$ cat config.mk
export PLATFORM = sky130hd
export DESIGN_NAME = punc_control
export DESIGN_NICKNAME = d
export VERILOG_FILES = /design/src/rtl/punc_control_pkg.sv /design/src/rtl/punc_control.sv
export SDC_FILE = /design/constraint.sdc
export NUM_CORES = 1
export LEC_CHECK = 0
export ABC_AREA = 1
export CORE_ASPECT_RATIO = 2
export CORE_MARGIN = 1.5
export CORE_UTILIZATION = 31
export DETAILED_ROUTE_END_ITERATION = 12
export HOLD_SLACK_MARGIN = 0.08
export MAX_ROUTING_LAYER = met4
export PLACE_DENSITY = 0.85
export SYNTH_ARGS = -nofsm -noshare
export SYNTH_HDL_FRONTEND = slang
export SYNTH_SLANG_ARGS = --single-unit
$ cat constraint.sdc
create_clock -name clk -period 1.5 [get_ports clk]
set_input_delay 0.3 -clock clk [delete_from_list [all_inputs] [get_ports clk]]
set_output_delay 0.3 -clock clk [all_outputs]
set_load 0.05 [all_outputs]
$ cat src/rtl/punc_control_pkg.sv
// punc_control_pkg
// Shared constants for the PUnC LC3 control unit: opcodes, datapath select
// encodings, FSM state encoding, and small decode helpers.
package punc_control_pkg;

    // Opcodes, ir[15:12]
    localparam logic [3:0] OP_BR   = 4'b0000;
    localparam logic [3:0] OP_ADD  = 4'b0001;
    localparam logic [3:0] OP_LD   = 4'b0010;
    localparam logic [3:0] OP_ST   = 4'b0011;
    localparam logic [3:0] OP_JSR  = 4'b0100;
    localparam logic [3:0] OP_AND  = 4'b0101;
    localparam logic [3:0] OP_LDR  = 4'b0110;
    localparam logic [3:0] OP_STR  = 4'b0111;
    localparam logic [3:0] OP_NOT  = 4'b1001;
    localparam logic [3:0] OP_LDI  = 4'b1010;
    localparam logic [3:0] OP_STI  = 4'b1011;
    localparam logic [3:0] OP_JMP  = 4'b1100;
    localparam logic [3:0] OP_LEA  = 4'b1110;
    localparam logic [3:0] OP_HALT = 4'b1111;

    // PC load source
    localparam logic PC_DATA_ADDER = 1'b0;
    localparam logic PC_DATA_ALU   = 1'b1;

    // PC adder offset
    localparam logic PC_ADD_OFF11 = 1'b0;
    localparam logic PC_ADD_OFF9  = 1'b1;

    // Memory address source
    localparam logic [1:0] ADDR_PC    = 2'b00;
    localparam logic [1:0] ADDR_ALU   = 2'b01;
    localparam logic [1:0] ADDR_STORE = 2'b10;

    // RF write data source
    localparam logic [1:0] W_RF_PC  = 2'b00;
    localparam logic [1:0] W_RF_MEM = 2'b01;
    localparam logic [1:0] W_RF_ALU = 2'b10;

    // ALU operand sources
    localparam logic A_PC   = 1'b0;
    localparam logic A_RF   = 1'b1;
    localparam logic B_RF   = 1'b0;
    localparam logic B_SEXT = 1'b1;

    // ALU operations
    localparam logic [1:0] ALU_ADD    = 2'b00;
    localparam logic [1:0] ALU_AND    = 2'b01;
    localparam logic [1:0] ALU_PASS_A = 2'b10;
    localparam logic [1:0] ALU_NOT    = 2'b11;

    // Condition-code source
    localparam logic NZP_ALU = 1'b0;
    localparam logic NZP_MEM = 1'b1;

    typedef enum logic [2:0] {
        S_INIT   = 3'd0,
        S_FETCH  = 3'd1,
        S_DECODE = 3'd2,
        S_EXEC   = 3'd3,
        S_EXEC2  = 3'd4,
        S_HALT   = 3'd5
    } state_t;

    function automatic logic branch_taken(input logic [2:0] nzp_mask,
                                          input logic n, input logic z,
                                          input logic p);
        return (nzp_mask[2] & n) | (nzp_mask[1] & z) | (nzp_mask[0] & p);
    endfunction

endpackage

$ cat src/rtl/punc_control.sv
// punc_control
// Fetch/decode/execute controller for the PUnC LC3 datapath.
// Inputs : clk, rst (sync, active-high), ir[15:0], n/z/p condition codes.
// Outputs: every datapath select, load and write enable, sext_data to ALU B,
//          and halted. All outputs decode combinationally from state and ir
//          (BR additionally looks at n/z/p) and are forced to 0 during rst.
//
// state  | meaning
// INIT   | clear PC after reset
// FETCH  | read mem[PC] into IR, increment PC
// DECODE | idle cycle while IR settles
// EXEC   | execute instruction (first access for LDI/STI)
// EXEC2  | indirect access through store register (LDI/STI)
// HALT   | stopped until rst
module punc_control
    import punc_control_pkg::*;
(
    input  logic        clk,
    input  logic        rst,
    input  logic [15:0] ir,
    input  logic        n,
    input  logic        z,
    input  logic        p,
    output logic        PC_data_sel,
    output logic        PC_add_sel,
    output logic        PC_ld,
    output logic        PC_clr,
    output logic        PC_inc,
    output logic        IR_ld,
    output logic [1:0]  addr_MEM_sel,
    output logic        w_en_MEM,
    output logic [1:0]  w_RF_sel,
    output logic [2:0]  r_addr_0_RF,
    output logic [2:0]  r_addr_1_RF,
    output logic [2:0]  w_addr_RF,
    output logic        w_en_RF,
    output logic [15:0] sext_data,
    output logic        A_sel,
    output logic        B_sel,
    output logic [1:0]  ALU_sel,
    output logic        NZP_sel,
    output logic        N_ld,
    output logic        Z_ld,
    output logic        P_ld,
    output logic        store_ld,
    output logic        halted
);

    state_t state;

    logic [3:0]  opcode;
    logic [15:0] sext5;
    logic [15:0] sext6;
    logic [15:0] sext9;
    logic        nzp_ld;

    assign opcode = ir[15:12];
    assign sext5  = {{11{ir[4]}}, ir[4:0]};
    assign sext6  = {{10{ir[5]}}, ir[5:0]};
    assign sext9  = {{7{ir[8]}},  ir[8:0]};

    // The three condition-code loads are never used independently.
    assign N_ld = nzp_ld;
    assign Z_ld = nzp_ld;
    assign P_ld = nzp_ld;

    always_ff @(posedge clk) begin
        if (rst) begin
            state <= S_INIT;
        end else begin
            case (state)
                S_INIT:   state <= S_FETCH;
                S_FETCH:  state <= S_DECODE;
                S_DECODE: state <= S_EXEC;
                S_EXEC: begin
                    if (opcode == OP_LDI || opcode == OP_STI) state <= S_EXEC2;
                    else if (opcode == OP_HALT)               state <= S_HALT;
                    else                                      state <= S_FETCH;
                end
                S_EXEC2:  state <= S_FETCH;
                S_HALT:   state <= S_HALT;
                default:  state <= S_INIT;
            endcase
        end
    end

    always_comb begin
        PC_data_sel  = PC_DATA_ADDER;
        PC_add_sel   = PC_ADD_OFF11;
        PC_ld        = 1'b0;
        PC_clr       = 1'b0;
        PC_inc       = 1'b0;
        IR_ld        = 1'b0;
        addr_MEM_sel = ADDR_PC;
        w_en_MEM     = 1'b0;
        w_RF_sel     = W_RF_PC;
        r_addr_0_RF  = 3'd0;
        r_addr_1_RF  = 3'd0;
        w_addr_RF    = 3'd0;
        w_en_RF      = 1'b0;
        sext_data    = 16'h0000;
        A_sel        = A_PC;
        B_sel        = B_RF;
        ALU_sel      = ALU_ADD;
        NZP_sel      = NZP_ALU;
        nzp_ld       = 1'b0;
        store_ld     = 1'b0;
        halted       = 1'b0;

        if (!rst) begin
            case (state)
                S_INIT: PC_clr = 1'b1;
                S_FETCH: begin
                    addr_MEM_sel = ADDR_PC;
                    IR_ld        = 1'b1;
                    PC_inc       = 1'b1;
                end
                S_EXEC: begin
                    case (opcode)
                        OP_ADD, OP_AND: begin
                            ALU_sel     = (opcode == OP_ADD) ? ALU_ADD : ALU_AND;
                            A_sel       = A_RF;
                            r_addr_0_RF = ir[8:6];
                            r_addr_1_RF = ir[2:0];
                            B_sel       = ir[5] ? B_SEXT : B_RF;
                            sext_data   = sext5;
                            w_RF_sel    = W_RF_ALU;
                            w_addr_RF   = ir[11:9];
                            w_en_RF     = 1'b1;
                            nzp_ld      = 1'b1;
                        end
                        OP_NOT: begin
                            ALU_sel     = ALU_NOT;
                            A_sel       = A_RF;
                            r_addr_0_RF = ir[8:6];
                            w_RF_sel    = W_RF_ALU;
                            w_addr_RF   = ir[11:9];
                            w_en_RF     = 1'b1;
                            nzp_ld      = 1'b1;
                        end
                        OP_BR: begin
                            PC_data_sel = PC_DATA_ADDER;
                            PC_add_sel  = PC_ADD_OFF9;
                            PC_ld       = branch_taken(ir[11:9], n, z, p);
                        end
                        OP_JMP: begin
                            A_sel       = A_RF;
                            r_addr_0_RF = ir[8:6];
                            ALU_sel     = ALU_PASS_A;
                            PC_data_sel = PC_DATA_ALU;
                            PC_ld       = 1'b1;
                        end
                        OP_JSR: begin
                            // R7 is written at the clock edge, so JSRR R7
                            // reads the old link value this cycle.
                            w_RF_sel  = W_RF_PC;
                            w_addr_RF = 3'd7;
                            w_en_RF   = 1'b1;
                            PC_ld     = 1'b1;
                            if (ir[11]) begin
                                PC_data_sel = PC_DATA_ADDER;
                                PC_add_sel  = PC_ADD_OFF11;
                            end else begin
                                A_sel       = A_RF;
                                r_addr_0_RF = ir[8:6];
                                ALU_sel     = ALU_PASS_A;
                                PC_data_sel = PC_DATA_ALU;
                            end
                        end
                        OP_LD, OP_LDR: begin
                            A_sel        = (opcode == OP_LDR) ? A_RF : A_PC;
                            r_addr_0_RF  = ir[8:6];
                            B_sel        = B_SEXT;
                            sext_data    = (opcode == OP_LDR) ? sext6 : sext9;
                            ALU_sel      = ALU_ADD;
                            addr_MEM_sel = ADDR_ALU;
                            w_RF_sel     = W_RF_MEM;
                            w_addr_RF    = ir[11:9];
                            w_en_RF      = 1'b1;
                            NZP_sel      = NZP_MEM;
                            nzp_ld       = 1'b1;
                        end
                        OP_LEA: begin
                            A_sel     = A_PC;
                            B_sel     = B_SEXT;
                            sext_data = sext9;
                            ALU_sel   = ALU_ADD;
                            w_RF_sel  = W_RF_ALU;
                            w_addr_RF = ir[11:9];
                            w_en_RF   = 1'b1;
                        end
                        OP_ST, OP_STR: begin
                            A_sel        = (opcode == OP_STR) ? A_RF : A_PC;
                            r_addr_0_RF  = ir[8:6];
                            B_sel        = B_SEXT;
                            sext_data    = (opcode == OP_STR) ? sext6 : sext9;
                            ALU_sel      = ALU_ADD;
                            addr_MEM_sel = ADDR_ALU;
                            r_addr_1_RF  = ir[11:9];
                            w_en_MEM     = 1'b1;
                        end
                        OP_LDI, OP_STI: begin
                            A_sel        = A_PC;
                            B_sel        = B_SEXT;
                            sext_data    = sext9;
                            ALU_sel      = ALU_ADD;
                            addr_MEM_sel = ADDR_ALU;
                            store_ld     = 1'b1;
                        end
                        default: ;
                    endcase
                end
                S_EXEC2: begin
                    addr_MEM_sel = ADDR_STORE;
                    if (opcode == OP_LDI) begin
                        w_RF_sel  = W_RF_MEM;
                        w_addr_RF = ir[11:9];
                        w_en_RF   = 1'b1;
                        NZP_sel   = NZP_MEM;
                        nzp_ld    = 1'b1;
                    end else begin
                        r_addr_1_RF = ir[11:9];
                        w_en_MEM    = 1'b1;
                    end
                end
                S_HALT: halted = 1'b1;
                default: ;
            endcase
        end
    end

endmodule
==> results of run 1 <==
logic make-up after synthesis:
group,after synthesis
AOI/OAI and AO/OA,27
buffers and inverters,38
DFF,3
and+or+nand+nor,105
stage by stage:
step	worst slack, ps	hold slack, ps	util [%]	std cells
detailed placement	-811	560	85.1	312
global placement	-705	515	85.1	312
floorplan	-724	483	-	173
==> results.md, run 1 <==
* Clock net sink count at 3
* Most frequently used cell type in the post-synthesis netlist: sky130_fd_sc_hd__nand2_1
* Run status: stopped before the end
* Number of library cell types mapped by synthesis at 29
* Stage where the flow stopped: clock tree synthesis
* Area of the mapped netlist at 935 um^2
* Clk buf depth at 2
* Async S/R FF share, synth at 0%
* Count of flip-flops with a built-in enable after synthesis at 0
* IO Pins at 68
* Yosys warns at 0
* Initial standard-cell utilization of the core at 32.1%
* Routability-driven placement congestion ratio at 1.00
* Largest family of logic cells by synthesized area: simple AND/OR/NAND/NOR gates
* Die height at 80.7 um
* Cell type contributing the most total cell area after synthesis: sky130_fd_sc_hd__nand2_1
* Cell area after placement at 0.00247 mm^2
* Post-CTS repair timing setup buffer count at 17
* I/O Buffers at 67
* Multiplexer share of the synthesized area at 0%
* Mean area per synthesized cell at 5.40 um^2
* Commonest cells post-synth: sky130_fd_sc_hd__nand2_1 (52), sky130_fd_sc_hd__nor2_1 (20), sky130_fd_sc_hd__nand3_1 (17), sky130_fd_sc_hd__inv_1 (15), sky130_fd_sc_hd__a21oi_1 (13)
* Resize count post-CTS at 140
* Post-detail-place hpwl at 4210 um
* Number of buffers created by CTS at 3
* Complex-gate fraction of the synthesized area at 17.8%
* Flip-flop cell with the highest count after synthesis: sky130_fd_sc_hd__dfxtp_1
* Seq/Total Area, Yosys at 6.43%
* Error message: [ERROR DPL-0038] Utilization greater than 100%, impossible to legalize
* Number of hold buffers added after cts at 0
* Share of synthesized cell area in and, or, nand and nor gates at 54.4%
* Row count at 28
* Flip-flop and latch count after synthesis at 3
* Post-synthesis net count at 194
* Area contributors post-synth: sky130_fd_sc_hd__nand2_1 (21%), sky130_fd_sc_hd__nand3_1 (9.1%), sky130_fd_sc_hd__buf_4 (8.8%)
* XOR/XNOR share of the synthesized area at 0%
* Width of the chip at 41.8 um
* Root Buffer: sky130_fd_sc_hd__clkbuf_8
* Adder-cell share of the synthesized area at 0%
* Post-synth top area share at 20.9%
* Syn Inst Count at 173
* Count of H-tree levels built during CTS at 1
==> run 2: changes to the inputs <==
CORE_AREA = 2 2 63 65   (was default)
CORE_ASPECT_RATIO = default   (was 2)
CORE_MARGIN = default   (was 1.5)
CORE_UTILIZATION = default   (was 31)
DIE_AREA = 0 0 65 67   (was default)
HOLD_SLACK_MARGIN = default   (was 0.08)
MAX_ROUTING_LAYER = default   (was met4)
PLACE_DENSITY = default   (was 0.85)
PLACE_DENSITY_LB_ADDON = 0.15   (was default)
clock period = 1.95 ns   (was 1.5 ns; I/O delays follow)
==> run 2 against run 1 <==
Against the previous run: the run now ends clean; synthesized cell count unchanged; synthesized area did not move.
==> results.md, run 2 <==
* Post-synthesis net count at 194 (unchanged)
* Area occupied by registers at 66.3 um^2
* Post-route minimum period at 1950 ps
* Via count of the first global-routing pass at 1503
* Clock tree skew after final layout at 2.34 ps
* Largest stage delay on the critical path at 310 ps
* Leakage at 1.23 nW
* Worst Setup Start Kind: primary input
* Post-detail-place hpwl at 3130 um (-26%)
* Maximum frequency from static timing analysis at 514 MHz
* Power per unit of standard cell area at 243 mW/mm^2
* Setup slack of the most critical reg-to-reg path at 960 ps
* Run status: finished, final reports clean
* IO Pins at 68 (unchanged)
* Cell with the most instances on the worst path: sky130_fd_sc_hd__buf_4
* Source-to-sink clock delay at the later pin of the worst-skew pair at 220 ps
* Most common cell after layout, fill and taps aside: sky130_fd_sc_hd__buf_4
* Setup TNS at 0 ps
* Async S/R FF share, synth at 0% (unchanged)
* Instance count on the critical path at 8
* Flip-flop cell with the highest count after synthesis: sky130_fd_sc_hd__dfxtp_1
* Worst setup slack after placement at -483 ps (+328 ps)
* Hold crit path type: reg -> reg
* Routed via count divided by cell count at 4.56
* Commonest cells post-synth: sky130_fd_sc_hd__nand2_1 (52), sky130_fd_sc_hd__nor2_1 (20), sky130_fd_sc_hd__nand3_1 (17), sky130_fd_sc_hd__inv_1 (15), sky130_fd_sc_hd__a21oi_1 (13)
* Crit path launch: ir[13]
* Total power draw at 651 uW
* Worst setup path endpoint: sext_data[5]
* Remaining DRCs at 0
* Router iterations before antenna repair at 4
* Clk buf depth at 2 (unchanged)
* Full die area at 0.00436 mm^2
* Largest registers ranked by flip-flop count: state: 3 flops
* Crit Path Max Fanout at 3
* Cell breakdown of the critical path: buf_4 > buf_6 > buf_4 > o21ai_4 > buf_4 > or2_2 > a21oi_4 > buf_12
* Critical register-to-register path endpoint: state[2]
* Total GRT Usage at 19.7%
* Syn-to-layout area delta at 187%
* Initial standard-cell utilization of the core at 25.9% (-6.2 points)
* Register bank with the most flops: state
* Final critical-path share of the clock period at 99.8%
* Worst path required time at 1560 ps
* Final design utilization at 74.3%
* Buf/Inv on CP at 5
* Final Net Count at 307
* Root Buffer: sky130_fd_sc_hd__clkbuf_8
* I/O Buffers at 67 (unchanged)
* Total number of vias at 1520
* Pin count of the biggest net entering global routing at 11
* Hold Fails Final Rpt at 0
* Kind of end point of the critical path: primary output
* Max-slew violation count at 0
* Most frequent cells in the layout: sky130_fd_sc_hd__buf_4 (52), sky130_fd_sc_hd__nand2_1 (42), sky130_fd_sc_hd__buf_12 (41)
* Die height at 67 um (-17%)
* Family with the most delay on the worst path: buffers and inverters
* Max FFs per register at 3
* Total wirelength of the detailed-routed design at 4420 um
* Count of flip-flops with a built-in enable after synthesis at 0 (unchanged)
* Clk pin slew, worst setup/hold paths at 30 ps
* Final number of setup-violating endpoints at 0
* Wire length of the first global-routing pass at 6790 um
* Fill cell count at 241
* Final hold slack at 505 ps
* Routability-driven placement congestion ratio at 0.905 (-9.9%)
* Ant. Diodes at 0
* Most frequently used cell type in the post-synthesis netlist: sky130_fd_sc_hd__nand2_1
* IR drop worst, VDD at 0.000192 V
* Width of the chip at 65 um (+55%)
* Max-slew headroom at the worst pin at 78.2%
* Area contributors post-synth: sky130_fd_sc_hd__nand2_1 (21%), sky130_fd_sc_hd__nand3_1 (9.1%), sky130_fd_sc_hd__buf_4 (8.8%)
* Setup slack of the critical path after layout at 3.81 ps
* Number of buffers created by CTS at 3 (unchanged)
* Clock net sink count at 3 (unchanged)
* Transition time at the pin with the least slew margin at 326 ps
* Number of cells on the worst reg-to-reg path at 5
* Seq/Total Area, Yosys at 6.43% (unchanged)
* Share of post-route cells with drive strength above 1 at 62.5%
* CTS tree: built
* WP data arrival at 1560 ps
* Area of the mapped netlist at 935 um^2 (unchanged)
* Critical-path cell with the highest stage delay: sky130_fd_sc_hd__or2_2
* Footprint of the multi-input gates at 883 um^2
* Core Box Area at 0.00361 mm^2
* Syn Inst Count at 173 (unchanged)
* Row count at 22 (-21%)
* Flip-flop and latch count after synthesis at 3 (unchanged)
* Mean area per synthesized cell at 5.40 um^2 (unchanged)
* Initial drt markers at 26
* Worst setup path class: in -> out
* Post-synth top area share at 20.9% (unchanged)
* Cell type contributing the most total cell area after synthesis: sky130_fd_sc_hd__nand2_1
* Number of library cell types mapped by synthesis at 29 (unchanged)
* Count of H-tree levels built during CTS at 1 (unchanged)
* Count of max-cap constraint violations at 0
* Routed length per instance at 13.3 um
* Startpoint of the most critical register-to-register path: state[2]
* Yosys warns at 0 (unchanged)
* Residual overflow from global routing at 0
* Initial antenna violation count at 0
* Antenna Nets Post-Route at 0
[run 2: logic make-up after synthesis]
family                 count (synthesis)  synth area share (%)
DFF                                    3                  6.43
buffers and inverters                 38                  21.4
AOI/OAI and AO/OA                     27                  17.8
and+or+nand+nor                      105                  54.4
[run 2: metal layers]
metal | up-vias | routed length (um) | global-route usage [%]
met5 | - | 0 | 0
met4 | 0 | 19 | 3.19
met3 | 2 | 298 | 2.87
met2 | 59 | 2320 | 35.8
met1 | 684 | 1780 | 24.7
li1 | 775 | - | -
[run 2: worst min path at each step]
| stage | cells past startpoint | end | slack, ps | from |
|---|---|---|---|---|
| 2_1_floorplan | 2 | state[1] | 480 | state[1] |
| 3_5_place_dp | 2 | state[1] | 500 | state[1] |
| 3_3_place_gp | 2 | state[1] | 500 | state[1] |
| 6_report | 1 | state[0] | 500 | state[0] |
| 4_1_cts | 2 | state[1] | 510 | state[1] |
| 5_1_grt | 2 | state[1] | 510 | state[1] |
[run 2: per-stage QoR]
step,std cells,area (um^2)
after floorplan,173,1090
after global placement,322,2300
after detailed placement,322,2300
after CTS,330,2520
after global routing,333,2680
final,333,2680
[run 2: where the power goes]
| group | switching, mW | internal [mW] | total (mW) |
|---|---|---|---|
| Sequential | 0.00736 | 0.0667 | 0.0740 |
| Combinational | 0.208 | 0.183 | 0.391 |
| Clock | 0.0467 | 0.140 | 0.187 |
| Total | 0.262 | 0.389 | 0.651 |
[run 2: layout make-up]
class,instances,area share (%)
clock buffers,4,1.68
multi-input cells,132,33.0
repair buffers,122,56.5
inverters,24,4.16
flip-flops and latches,3,2.48
well taps,48,2.24
[run 2: timing repair]
action,4_1_cts,5_1_grt
gates cloned,0,0
endpoints found under the setup margin,42,27
pin swaps,8,17
resized for setup,65,43
setup buffers,4,3
hold buffers,0,0
Note: power is estimated with default switching activity, not from simulation.
